## src/rtl/i2s_rx.sv

```systemverilog
// I2S receiver: synchronizes sclk/lrclk/sdata into clk_i and assembles 16-bit left/right samples.
// Defining I2S_RX_WATCHDOG_EN adds an sclk-loss watchdog that drops lock after WD_CYCLES idle clocks.
module i2s_rx #(
  parameter int unsigned WD_CYCLES = 4096
) (
  input  logic        clk_i,
  input  logic        res_n_i,
  input  logic        sclk,
  input  logic        lrclk,
  input  logic        sdata,
  output logic [15:0] left_chan,
  output logic [15:0] right_chan,
  output logic        sample_valid,
  output logic        locked
);

  typedef enum logic {
    ST_UNSYNC = 1'b0,
    ST_SYNC   = 1'b1
  } state_e;

  state_e      state_q;
  logic [2:0]  sclk_sync_q;
  logic [1:0]  lrclk_sync_q;
  logic [1:0]  sdata_sync_q;
  logic        lrclk_prev_q;
  logic        prev_valid_q;
  logic [15:0] word_q;
  logic [4:0]  n_q;
  logic [15:0] stage_q;
  logic        stage_valid_q;
  logic [15:0] left_q;
  logic [15:0] right_q;
  logic        valid_q;
  logic        locked_q;

  logic        rise;
  logic        lr_s;
  logic        sd_s;
  logic        lr_change;
  logic        wd_trip;
  logic [15:0] word_d;
  logic [4:0]  n_d;

  assign rise      = sclk_sync_q[1] & ~sclk_sync_q[2];
  assign lr_s      = lrclk_sync_q[1];
  assign sd_s      = sdata_sync_q[1];
  // no change is reported until one lrclk value has been seen since reset/trip
  assign lr_change = prev_valid_q && (lr_s != lrclk_prev_q);

  // word with the current sdata bit captured; saturates once 16 bits are held
  always_comb begin
    word_d = word_q;
    n_d    = n_q;
    if (n_q < 5'd16) begin
      word_d[4'd15 - n_q[3:0]] = sd_s;
      n_d = n_q + 5'd1;
    end
  end

  if (WD_CYCLES < 2) begin : g_wd_range
    $error("i2s_rx: WD_CYCLES must be at least 2");
  end

`ifdef I2S_RX_WATCHDOG_EN
  localparam int unsigned WD_W = $clog2(WD_CYCLES + 1);

  logic [WD_W-1:0] wd_cnt_q;

  assign wd_trip = !rise && (wd_cnt_q == WD_W'(WD_CYCLES - 1));

  always_ff @(posedge clk_i or negedge res_n_i) begin
    if (!res_n_i) begin
      wd_cnt_q <= '0;
    end else if (rise || wd_trip) begin
      wd_cnt_q <= '0;
    end else begin
      wd_cnt_q <= wd_cnt_q + WD_W'(1);
    end
  end
`else
  assign wd_trip = 1'b0;
`endif

  always_ff @(posedge clk_i or negedge res_n_i) begin
    if (!res_n_i) begin
      state_q       <= ST_UNSYNC;
      sclk_sync_q   <= '0;
      lrclk_sync_q  <= '0;
      sdata_sync_q  <= '0;
      lrclk_prev_q  <= 1'b0;
      prev_valid_q  <= 1'b0;
      word_q        <= '0;
      n_q           <= '0;
      stage_q       <= '0;
      stage_valid_q <= 1'b0;
      left_q        <= '0;
      right_q       <= '0;
      valid_q       <= 1'b0;
      locked_q      <= 1'b0;
    end else begin
      sclk_sync_q  <= {sclk_sync_q[1:0], sclk};
      lrclk_sync_q <= {lrclk_sync_q[0], lrclk};
      sdata_sync_q <= {sdata_sync_q[0], sdata};
      valid_q      <= 1'b0;

      if (wd_trip) begin
        state_q       <= ST_UNSYNC;
        prev_valid_q  <= 1'b0;
        word_q        <= '0;
        n_q           <= '0;
        stage_valid_q <= 1'b0;
        left_q        <= '0;
        right_q       <= '0;
        locked_q      <= 1'b0;
      end else if (rise) begin
        lrclk_prev_q <= lr_s;
        prev_valid_q <= 1'b1;
        if (lr_change) begin
          // the bit on the change rise is the LSB of the outgoing word (one-bit delay)
          word_q <= '0;
          n_q    <= '0;
          if (state_q == ST_UNSYNC) begin
            state_q <= ST_SYNC;
          end else if (!lrclk_prev_q) begin
            stage_q       <= word_d;
            stage_valid_q <= 1'b1;
          end else begin
            stage_valid_q <= 1'b0;
            if (stage_valid_q) begin
              left_q   <= stage_q;
              right_q  <= word_d;
              valid_q  <= 1'b1;
              locked_q <= 1'b1;
            end
          end
        end else begin
          word_q <= word_d;
          n_q    <= n_d;
        end
      end
    end
  end

  assign left_chan    = left_q;
  assign right_chan   = right_q;
  assign sample_valid = valid_q;
  assign locked       = locked_q;

endmodule

```

## config.mk

```make
export PLATFORM = sky130hd
export DESIGN_NAME = i2s_rx
export DESIGN_NICKNAME = d
export VERILOG_FILES = /design/src/rtl/i2s_rx.sv
export SDC_FILE = /design/constraint.sdc
export NUM_CORES = 1
export LEC_CHECK = 0
export BUFFER_PORTS_ARGS = -buffer_cell sky130_fd_sc_hd__buf_2
export CORE_UTILIZATION = 29
export DETAILED_ROUTE_END_ITERATION = 8
export PLACE_DENSITY = 0.46
export SLEW_MARGIN = 5
export SYNTH_ARGS = -nofsm -noshare
export SYNTH_HDL_FRONTEND = slang
export SYNTH_SLANG_ARGS = --single-unit
```

## constraint.sdc

```tcl
create_clock -name clk_i -period 2.5 [get_ports clk_i]
set_clock_uncertainty 0.05 [all_clocks]
set_input_delay 0.25 -clock clk_i [delete_from_list [all_inputs] [get_ports clk_i]]
set_output_delay 0.25 -clock clk_i [all_outputs]
set_load 0.005 [all_outputs]
```

-- Yosys cells after proc, flatten, opt, wreduce, memory -nomap -nowiden
Cells that the tools add are included.
- $add $sub $neg: 2
- $lt $le $gt $ge: 3
- equal/unequal tests: 1
- multiplexer cells: 13
- bitwise gates (word level): 3
- reductions and logical operators: 8
- operator list (kind ; number):
    16-bit two-way mux ; 2
    16-bit bitwise mux ; 1
    5-bit two-way mux ; 2
    1-bit two-way mux ; 7
    5-bit by 1-bit adder with 5-bit output, second input constant ; 1
    4-bit by 5-bit less-than comparator with 1-bit output, second input constant ; 1
    5-bit less-than comparator, second input constant ; 1
    5-bit AND reduction ; 1
    1-bit demux with 4-bit select ; 1
    4-bit by 1-bit >= comparator with 1-bit output, second input constant ; 1
    2-bit AND reduction ; 2
    4-bit AND reduction ; 1
    4-bit subtractor, first input constant ; 1
    3-bit AND reduction ; 1
    1-bit logical AND ; 2
    1-bit NOT ; 2
    2-bit nonzero test ; 1
    1-bit AND ; 1
    1-bit inequality test ; 1
- flip-flop bits (word level): 82
- input port bits: 5
- output and inout bits: 34

-- Depth between registers and ports, before layout
- depth in word-level cells: 8
- depth in mapped cells: 5
- mapped depth without buffers: 5

-- Worst setup path before layout
OpenSTA, ideal clock, no wires.
- kind: reg2reg
- start point: register n_q[2]
- end point: register stage_q[15]
- library setup time: 0.125 ns
- data arrival time: 1.587 ns
- data required time: 2.325 ns
- slack: 0.739 ns
- stages on the path, launching flop included: 6
- buffers on the path: 2
- path through: dfrtp_1 > buf_2 > buf_2 > nor4b_1 > mux2_2 > mux2_2
- cells in the longest elaborated chain, start to end: 7
- elaborated cells on any way between the ends: 9
- those cells by class: 1 x add/sub; 3 x order compare; 4 x mux; 1 x reduce/logical
- RTL lines (item ; line ; text):
    start: declaration ; 29 ; logic [4:0] n_q;
    start signal: assignment ; 139 ; n_q <= n_d;
    4-bit subtractor ; 56 ; word_d[4'd15 - n_q[3:0]] = sd_s;
    4-bit by 5-bit less-than comparator with 1-bit output (not written as such) or 4-bit by 1-bit >= comparator with 1-bit output (tied branches) ; 56 ;
    1-bit logical AND (not written as such) ; 56 ;
    1-bit two-way mux (not written as such) ; 56 ;
    1-bit demux with 4-bit select ; 56 ;
    16-bit bitwise mux ; 56 ;
    16-bit two-way mux * ; 55 ; if (n_q < 5'd16) begin
    end signal: assignment ; 126 ; stage_q <= word_d;
    end: declaration ; 30 ; logic [15:0] stage_q;
Mark *: on every way between the ends. The rest lies on a longest branch, timed or not.
A chain may end at the register's enable or synchronous reset.

-- Worst setup path after layout
- start point: register n_q[0]
- end point: register stage_q[5]
Same word-level chain as after synthesis.

==> summary.md <==
| Metric | Value |
|---|---|
| Critical Path End | `stage_q[5]$_DFFE_PN0P_` |
| Status | `finished clean` |
| Clock transition at path regs | `0.06 ns` |
| Count of unique library cells instantiated by Yosys | `33` |
| Vias in the first global route | `2178` |
| Top FF cell, synth | `dfrtp_1` |
| ANT nets after route | `0` |
| Max_cap viols | `0` |
| Mapped Nets | `243` |
| Post-synth top area share | `59.2%` |
| Worst-Skew Late Latency | `0.33 ns` |
| Seq cells post-synth | `82` |
| Post-Syn Area per Cell | `14.8 µm²` |
| Starting DRT DRC Count | `81` |
| Pwr Density | `804 nW/µm²` |
| Area leader, netlist | `dfrtp_1` |
| FFs w/ async S/R, synth | `100%` |
| Number of antenna diodes | `0` |
| Worst setup SP type | `flop` |
| Max-Slew Margin vs Limit | `57.2%` |
| Die height | `111 µm` |
| Final setup viols | `0` |
| Period minus WS final | `2.02 ns` |
| Gr usage total | `12.0%` |
| Share of cells above drive strength 1 | `45.1%` |
| Wire per inst | `15.8 µm` |
| CTS tree | `done` |
| Worst setup EP type | `flop` |
| Final Util | `36.3%` |
| GRT Residual Overflow | `0` |
| CP peak stage delay | `0.44 ns` |
| Residual DRC | `0` |
| Hold Vio Cnt, Final | `0` |
| Boundary pin count | `39` |
| Synth top cells by count | `dfrtp_1, mux2_2, a22o_1` |
| FF-to-FF End | `stage_q[5]$_DFFE_PN0P_` |
| Post-CTS Resized | `0` |
| Leakage dissipation | `2.05 nW` |
| TNS Setup | `0 ns` |
| Placed cells | `409` |
| Critical path required time | `2.67 ns` |
| NumNets Final | `290` |
| Crit-path cells | `inv_1 -> ha_1 -> nor4bb_1 -> mux2_2 -> mux2_2` |
| Largest net degree at the start of global routing | `48` |
| TritonCTS Buffers | `9` |
| Htree depth | `3` |
| Reg-to-Reg Start | `n_q[0]$_DFFE_PN0P_` |
| CP most frequent cell | `mux2_2` |
| Port bufs | `38` |
| Sequential element share of the synthesized area | `59.2%` |
| Slew at the pin with the worst max-slew slack | `0.642 ns` |
| Starting density of the core | `30.1%` |
| Unrepaired setup endpoints after global routing | `no` |
| Critical path's slowest cell | `dfrtp_1` |
| Crit Path Category | `reg -> reg` |
| Levels on crit path | `5` |
| Cell count of the worst reg-to-reg path | `5` |
| Worst setup startpoint | `n_q[0]$_DFFE_PN0P_` |
| Slew Limit Fails | `0` |
| CTS Buffer Depth | `2` |
| Non-Filler Instances | `427` |
| Mapped Area | `3470 µm²` |
| Initial antenna violation count | `0` |
| Core box area | `11500 µm²` |
| Buffers & Inverters on Critical Path | `1` |
| Hold Path Cell Cnt | `0` |
| CP max FO | `7` |
| Mapped Cells | `234` |
| Die Area | `12400 µm²` |
| Most common cell in the synthesized netlist | `dfrtp_1` |
| Initial DRT Pass Iterations | `4` |
| RePlAce Congestion | `0.732` |
| Final period util | `80.7%` |
| Routed Wire Length | `6760 µm` |
| Via/cell ratio | `4.80` |
| Vias | `2048` |
| CP delay by family, top | `multiplexers` |
| First-pass GRT wire length | `11500 µm` |
| Ranking of synthesized cells by area | `dfrtp_1, mux2_2, a22o_1` |
| Area grow syn2layout | `20.7%` |
| Worst reg2reg setup slack | `0.48 ns` |
| Synth Warn # | `0` |
| Site Rows | `39` |
| Number of synthesized flops with an enable pin | `0` |
| HPWL Detailed | `4160 µm` |
| Worst Path Arrival | `2.19 ns` |
| Clk sink count | `82` |
| Die Width | `111 µm` |
| Peak supply drop | `0.000273 V` |
| Highest clock rate | `0.496 GHz` |
| Clk root buf | `clkbuf_16` |
| Hold WC Path Type | `reg -> reg` |
| Filler cell count | `1141` |
-- worst register-to-register path, cell delays in order, from the launching register on --
cell and delay (ns):
dfrtp_1 0.44, inv_1 0.12, ha_1 0.24, nor4bb_1 0.38, mux2_2 0.41, mux2_2 0.26
-- worst min-delay path by stage --
stage                                   start                         to
floorplan                             res_n_i   left_chan[0]$_DFFE_PN0P_
global placement                      res_n_i         locked$_DFFE_PN0P_
detailed placement                    res_n_i         locked$_DFFE_PN0P_
CTS                 sdata_sync_q[0]$_DFF_PN0_  sdata_sync_q[1]$_DFF_PN0_
global route        sdata_sync_q[0]$_DFF_PN0_  sdata_sync_q[1]$_DFF_PN0_
finish              sdata_sync_q[0]$_DFF_PN0_  sdata_sync_q[1]$_DFF_PN0_
-- report_power, final --
group | internal (mW) | switching (mW) | total, mW
clock | 0.889 | 0.489 | 1.38
combinational | 0.239 | 0.200 | 0.439
sequential | 1.45 | 0.0938 | 1.55
-- flip-flops by register name, indices dropped and copies added (netlist names) --
| register | count |
|---|---|
| word_q | 16 |
| stage_valid_q | 1 |
| n_q | 5 |
| sample_valid | 1 |
| lrclk_prev_q | 1 |
| lrclk_sync_q | 2 |
| stage_q | 16 |
| prev_valid_q | 1 |
| sdata_sync_q | 2 |
| left_chan | 16 |
| right_chan | 16 |
| locked | 1 |
| state_q | 1 |
| sclk_sync_q | 3 |
-- stage by stage --
stage | instance area [µm²] | setup WS, ns | power [mW] | hold WS (ns)
final | 4190 | 0.483 | 3.37 | 0.297
after global routing | 4190 | 0.403 | 3.54 | 0.305
after CTS | 4190 | 0.466 | 3.42 | 0.298
after detailed placement | 3840 | 0.489 | 2.01 | 0.265
after global placement | 3840 | 0.468 | 2.00 | 0.263
after floorplan | 3470 | 0.739 | 1.83 | -0.0956
-- area by class of cell --
class | instances | area [µm²] | share of cell area [%]
clock buffer | 11 | 243 | 5.80
multi-input combinational | 135 | 1320 | 31.5
timing repair buffer | 50 | 318 | 7.59
clock inverter | 3 | 65.1 | 1.55
sequential | 82 | 2050 | 49.0
tap | 143 | 179 | 4.28
inverter | 3 | 11.3 | 0.269
-- cells in the final DEF (no fill, tap or decap), types with 2 or more instances in the layout --
| cell | Yosys | layout |
|---|---|---|
| nor4bb_1 | 9 | 9 |
| nand2_1 | 6 | 6 |
| nand4b_1 | 4 | 4 |
| o21ai_0 | 2 | 2 |
| dlygate4sd3_1 | 0 | 4 |
| buf_2 | 6 | 37 |
| nor2_1 | 2 | 2 |
| bufinv_16 | 0 | 2 |
| nand2b_1 | 3 | 3 |
| a22o_1 | 16 | 16 |
| a21oi_1 | 4 | 4 |
| ha_1 | 4 | 4 |
| buf_4 | 1 | 7 |
| mux2_2 | 64 | 64 |
| buf_12 | 0 | 2 |
| nor4b_1 | 4 | 4 |
| inv_1 | 3 | 3 |
| clkbuf_16 | 0 | 9 |
| dfrtp_1 | 82 | 82 |
| or2_2 | 2 | 2 |
-- cells by family after synthesis --
family                   share of synthesized area [%]
flip-flops                                        59.2
adder cells (fa/ha/maj)                           1.44
AND/OR/NAND/NOR                                   8.88
XOR/XNOR                                         0.505
AO/OA/AOI/OAI                                     6.39
buffers and inverters                             2.81
multiplexers                                      20.8
-- repair_timing --
action	CTS	global route
hold buffers	4	0
hold endpoints to repair	49	0
buffers inserted	0	0
-- layer usage --
metal	global-route usage, %	share of wire (%)
met5	0	0
met4	6.40	2.5
met3	3.43	3.5
met2	17.8	43
met1	16.1	51
(Power assumes the default switching activity.)
